[src/rtl/bus_pkg.sv]
// Shared encodings for the bus terminator: decoded regions, FSM states and
// the CPU dynamic-size acknowledge codes.
package bus_pkg;

  typedef enum logic [1:0] {
    REGION_UNMAPPED = 2'b00,
    REGION_ROM      = 2'b01,
    REGION_RAM      = 2'b10,
    REGION_IO       = 2'b11
  } region_e;

  typedef enum logic [2:0] {
    ST_IDLE   = 3'd0,
    ST_WAIT   = 3'd1,
    ST_EXTERN = 3'd2,
    ST_ACK    = 3'd3,
    ST_ERROR  = 3'd4
  } state_e;

  localparam logic [1:0] DSACK_BYTE = 2'b10;
  localparam logic [1:0] DSACK_WORD = 2'b01;
  localparam logic [1:0] DSACK_LONG = 2'b00;
  localparam logic [1:0] DSACK_NONE = 2'b11;

  // Port width of each target as seen by the CPU: ROM 8-bit, RAM 32-bit, I/O 16-bit.
  function automatic logic [1:0] dsackForRegion(input region_e r);
    logic [1:0] code;
    case (r)
      REGION_ROM: code = DSACK_BYTE;
      REGION_RAM: code = DSACK_LONG;
      REGION_IO:  code = DSACK_WORD;
      default:    code = DSACK_NONE;
    endcase
    return code;
  endfunction

endpackage

[src/rtl/wait_counter.sv]
// Loadable 4-bit down-counter with a zero flag; times the memory wait states.
module wait_counter (
  input  logic       clock,
  input  logic       reset,
  input  logic       load_i,
  input  logic [3:0] value_i,
  input  logic       enable_i,
  output logic       zero_o
);

  logic [3:0] count_q, count_d;

  // Load wins over decrement; the count rests at zero rather than wrapping.
  always_comb begin
    count_d = count_q;
    if (load_i) begin
      count_d = value_i;
    end else if (enable_i && (count_q != 4'd0)) begin
      count_d = count_q - 4'd1;
    end
  end

  always_ff @(posedge clock or posedge reset) begin
    if (reset) begin
      count_q <= 4'd0;
    end else begin
      count_q <= count_d;
    end
  end

  assign zero_o = (count_q == 4'd0);

endmodule

[src/rtl/bus_terminator.sv]
// CPU bus-cycle terminator: generates DSACK for ROM/RAM/I/O and optional bus error.
// Define BUS_TIMEOUT_EN to build the timeout counter and the ERROR/berr_n path.
module bus_terminator
  import bus_pkg::*;
#(
  parameter int ROM_WAIT       = 3,
  parameter int RAM_WAIT       = 1,
  parameter int TIMEOUT_CYCLES = 64
) (
  input  logic       clock,
  input  logic       reset,
  input  logic       cpu_address_strobe,
  input  logic [1:0] region,
  input  logic       io_ack_n,
  output logic [1:0] dsack_n,
  output logic       berr_n,
  output logic       busy
);

  localparam logic [3:0] ROM_LOAD = 4'(ROM_WAIT);
  localparam logic [3:0] RAM_LOAD = 4'(RAM_WAIT);

  state_e     state_q, state_d;
  region_e    regionLatch_q, regionLatch_d;
  logic [1:0] dsack_q, dsack_d;
  logic       strobe_q;
  logic       ioAck_q;
  logic       armed_q, armed_d;
  logic       startCycle;
  logic       timedOut;
  logic       waitLoad;
  logic [3:0] waitValue;
  logic       waitEnable;
  logic       waitZero;

  // A cycle may only begin once IDLE has been held for a clock with the strobe high.
  assign startCycle = (state_q == ST_IDLE) && !strobe_q && armed_q;

`ifdef BUS_TIMEOUT_EN
  localparam logic [7:0] TIMEOUT_LAST = 8'(TIMEOUT_CYCLES - 1);

  logic [7:0] timeout_q, timeout_d;
  logic       berr_q, berr_d;

  always_comb begin
    timeout_d = timeout_q;
    if (startCycle) begin
      timeout_d = 8'd0;
    end else if ((state_q == ST_WAIT) || (state_q == ST_EXTERN)) begin
      timeout_d = timeout_q + 8'd1;
    end
  end

  assign timedOut = (timeout_q == TIMEOUT_LAST);
  assign berr_d   = !((state_q == ST_ERROR) && (state_d == ST_ERROR));

  always_ff @(posedge clock or posedge reset) begin
    if (reset) begin
      timeout_q <= 8'd0;
      berr_q    <= 1'b1;
    end else begin
      timeout_q <= timeout_d;
      berr_q    <= berr_d;
    end
  end

  assign berr_n = berr_q;
`else
  assign timedOut = 1'b0;
  assign berr_n   = 1'b1;
`endif

  wait_counter u_wait_counter (
    .clock    (clock),
    .reset    (reset),
    .load_i   (waitLoad),
    .value_i  (waitValue),
    .enable_i (waitEnable),
    .zero_o   (waitZero)
  );

  always_comb begin
    state_d       = state_q;
    regionLatch_d = regionLatch_q;
    waitLoad      = 1'b0;
    waitValue     = 4'd0;
    waitEnable    = 1'b0;
    case (state_q)
      ST_IDLE: begin
        if (startCycle) begin
          regionLatch_d = region_e'(region);
          case (region_e'(region))
            REGION_ROM: begin
              waitLoad  = 1'b1;
              waitValue = ROM_LOAD;
              state_d   = ST_WAIT;
            end
            REGION_RAM: begin
              waitLoad  = 1'b1;
              waitValue = RAM_LOAD;
              state_d   = ST_WAIT;
            end
            default: state_d = ST_EXTERN;
          endcase
        end
      end
      ST_WAIT: begin
        if (strobe_q) begin
          state_d = ST_IDLE;
        end else if (waitZero) begin
          state_d = ST_ACK;
        end else if (timedOut) begin
          state_d = ST_ERROR;
        end else begin
          waitEnable = 1'b1;
        end
      end
      ST_EXTERN: begin
        // Unmapped cycles never acknowledge here; only a timeout or strobe release ends them.
        if (strobe_q) begin
          state_d = ST_IDLE;
        end else if (!ioAck_q && (regionLatch_q == REGION_IO)) begin
          state_d = ST_ACK;
        end else if (timedOut) begin
          state_d = ST_ERROR;
        end
      end
      ST_ACK, ST_ERROR: begin
        if (strobe_q) begin
          state_d = ST_IDLE;
        end
      end
      default: state_d = ST_IDLE;
    endcase
  end

  // DSACK asserts one clock into ACK and drops on the same edge that returns to IDLE.
  always_comb begin
    armed_d = (state_d == ST_IDLE) && strobe_q;
    dsack_d = DSACK_NONE;
    if ((state_q == ST_ACK) && (state_d == ST_ACK)) begin
      dsack_d = dsackForRegion(regionLatch_q);
    end
  end

  always_ff @(posedge clock or posedge reset) begin
    if (reset) begin
      strobe_q      <= 1'b1;
      ioAck_q       <= 1'b1;
      armed_q       <= 1'b0;
      state_q       <= ST_IDLE;
      regionLatch_q <= REGION_UNMAPPED;
      dsack_q       <= DSACK_NONE;
    end else begin
      strobe_q      <= cpu_address_strobe;
      ioAck_q       <= io_ack_n;
      armed_q       <= armed_d;
      state_q       <= state_d;
      regionLatch_q <= regionLatch_d;
      dsack_q       <= dsack_d;
    end
  end

  assign dsack_n = dsack_q;
  assign busy    = (state_q != ST_IDLE);

endmodule

[config.mk]
export PLATFORM = sky130hd
export DESIGN_NAME = bus_terminator
export DESIGN_NICKNAME = d
export VERILOG_FILES = /design/src/rtl/bus_pkg.sv /design/src/rtl/wait_counter.sv /design/src/rtl/bus_terminator.sv
export SDC_FILE = /design/constraint.sdc
export NUM_CORES = 1
export LEC_CHECK = 0
export BUFFER_PORTS_ARGS = -buffer_cell sky130_fd_sc_hd__buf_4
export CAP_MARGIN = 10
export CELL_PAD_IN_SITES_DETAIL_PLACEMENT = 0
export CELL_PAD_IN_SITES_GLOBAL_PLACEMENT = 1
export CORE_MARGIN = 2
export CORE_UTILIZATION = 40
export DETAILED_ROUTE_END_ITERATION = 16
export PLACE_DENSITY = 0.72
export SYNTH_ARGS = -nofsm -noshare
export SYNTH_HDL_FRONTEND = slang
export SYNTH_SLANG_ARGS = --single-unit
[constraint.sdc]
create_clock -name clock -period 3.85 [get_ports clock]
set_clock_uncertainty 0.05 [all_clocks]
set_input_delay 0.77 -clock clock [delete_from_list [all_inputs] [get_ports clock]]
set_output_delay 0.77 -clock clock [all_outputs]
set_load 0.01 [all_outputs]
==> reports/summary.txt <==
Status: finished clean
Final setup TNS: 0 ns
Share of cells above drive strength 1: 31.9%
Post-placement cell area: 759 um^2
Hold_buf cts: 0
Core area: 1690 um^2
CTS H-tree depth: 1
DRC viols: 0
Synth warn: 0
Syn Nets: 75
GPL Wtd Cong: 0.667
Antenna violations before repair: 0
Nets: 84
Min-delay worst type: reg -> reg
Multi-input logic area: 297 um^2
Worst Path Required: 3.03 ns
Die Ht: 45.8 um
CP bufs+invs: 1
Top post-synthesis cells by count: 10 x dfrtp_1, 6 x inv_1, 5 x ha_1
Max FO, Critical Path: 9
Max Cap Viol: 0
Clock sinks: 14
CP Data Arrival Time: 1.31 ns
Synth Instances: 64
ANT cells: 0
Synth async-reset ratio: 100%
Antenna Nets Post-Route: 0
Max-slew headroom: 65.5%
Max Freq: 0.470 GHz
Hpwl dp: 807 um
Initial DRC count: 9
Leading post-synthesis cells by cell area: dfrtp_1 36%, dfstp_2 15%, ha_1 8.9%
Crit path max-delay family: flip-flops
Top cell type's share of synthesized area: 35.8%
PD cells: 524 nW/um^2
CTS Buf Count: 3
Clk pin slew, worst setup/hold paths: 0.08 ns
Setup Crit Path Kind: reg -> out
Die ar.: 2100 um^2
Die extent in x: 45.8 um
#FFs+latches synth: 14
Number of global-route vias before repair: 453
Clk Tree Root Cell: clkbuf_4
Post-synth cell types: 31
Seq/Total Area, Yosys: 50.8%
CTS tree: built
Initial Util: 41.4%
CTS Buffer Depth: 2
RSZ-0062 raised after global routing: no
CP Launch Type: register
Largest area contributor in the netlist: dfrtp_1
Io pins: 10
Port buffer count: 8
LEAKAGE: 0.376 nW
Final Cycle Share: 55.2%
DR vias/cell: 5.00
Setup Fix Bufs, Post-CTS: 0
Setup-failing EPs final: 0
Avg Inst Size Synth: 10.9 um^2
Tmin final: 2.13 ns
All-layer global routing usage: 13.7%
Post-synth EDFFs: 0
CP max stage delay: 0.50 ns
Peak VDD IR: 225 uV
DR vias: 445
Max-slew violations: 0
First-pass GRT wire length: 1.98 mm
Largest net degree at the start of global routing: 15
Final Power: 0.417 mW
DRT Pass-1 Iters: 4
Mapped cell area: 699 um^2
Post-CTS resize count: 0
Actual slew at the worst max-slew pin: 0.517 ns
Crit path cell chain: or3_1 > buf_4
Top FF cell, synth: dfrtp_1
Sequential Area: 355 um^2
Layout fillers: 166
Row cnt: 15
WL/cell: 12.1 um
Final WL: 1.08 mm
Most frequent cell after synthesis: dfrtp_1
Skew-Pair Late Insertion Delay: 0.27 ns
Final Hold Vio Count: 0
GRT Residual Overflow: 0
Worst Setup End Kind: output pin
CP max-delay cell: dfrtp_1
Cell area after layout: 796 um^2
Area grow syn2layout: 13.8%
[where the power goes]
| part | internal (mW) | switching (mW) | leakage (nW) |
|---|---|---|---|
| logic | 0.0568 | 0.0529 | 0.187 |
| registers | 0.177 | 0.0273 | 0.168 |
| clock network | 0.0574 | 0.0456 | 0.0210 |
[area by class of cell]
cell class	instances	share of cell area, %
Timing Repair Buffer	8	7.55
Tap cell	17	2.67
Sequential cell	14	44.7
Clock buffer	4	4.56
Inverter	7	3.30
Multi-Input combinational cell	39	37.3
[state kept, by name, summed over array words and instances, names as in the netlist]
name,cells
armed_q,1
dsack_n,2
ioAck_q,1
regionLatch_q,2
state_q,3
strobe_q,1
u_wait_counter.count_q,4
[metal layers]
layer / track usage [%] / wire, um / vias to the layer above / part of all wire [%]
li1: - / - / 228 / -
met1: 18.3 / 547 / 207 / 51
met2: 19.4 / 480 / 8 / 45
met3: 3.57 / 33 / 2 / 3.1
met4: 8.57 / 17 / 0 / 1.6
met5: 0 / 0 / - / 0
[final timing paths]
check	startpoint	to	slack (ns)	cells after the start
max	state_q[1]$_DFF_PP0_	busy	1.72	2
min	strobe_q$_DFF_PP1_	armed_q$_DFF_PP0_	0.39	0
max reg2reg	u_wait_counter.count_q[0]$_DFFE_PP0P_	u_wait_counter.count_q[1]$_DFFE_PP0P_	2.20	6
min reg2reg	strobe_q$_DFF_PP1_	armed_q$_DFF_PP0_	0.39	0
max in group asynchronous	reset	strobe_q$_DFF_PP1_	2.91	2
min in group asynchronous	reset	state_q[1]$_DFF_PP0_	0.47	2
[kinds of logic after synthesis]
kind of cell	share of synthesized area, %
AND/OR/NAND/NOR	18.8
flip-flops	50.8
buffers and inverters	6.80
AO/OA/AOI/OAI	6.97
adder cells (fa/ha/maj)	8.94
multiplexers	4.65
XOR/XNOR	2.50
other	0.536
[cell usage in the layout, fill, tap and decap left out]
cell and instances:
nor4b_4 1, xor2_1 1, nand2_1 4, xnor2_1 1, buf_4 8, inv_1 6
o21ai_1 1, nand4_1 2, nor4b_1 1, clkbuf_4 3, nor2_2 2, nand2_2 1
ha_1 5, nor2_1 3, o21ai_0 1, mux2i_1 1, o32ai_1 1, inv_2 1
or3b_4 1, o21a_1 2, dfstp_2 4, mux2_2 1, or3_1 1, nand4b_1 1
dfrtp_1 10, nor3_1 1, clkbuf_8 1, mux2_1 1, nand3_1 2, conb_1 1
a21oi_1 3
[per-stage QoR]
step	instances	setup slack, ns	util (%)	hold slack (ns)
finish	89	1.72	47.1	0.394
global route	89	1.67	47.1	0.396
CTS	89	1.72	47.1	0.395
detailed placement	85	1.92	45.0	0.388
global placement	85	1.95	45.0	0.382
floorplan	64	2.09	-	0.431
[worst reg2reg max path, cell delays in order (launching register included)]
cell	delay, ns
dfrtp_1	0.38
inv_1	0.09
ha_1	0.19
or3b_4	0.41
nand2_2	0.10
mux2i_1	0.07
mux2_2	0.25
No activity file was read; power rests on OpenSTA's default activity.
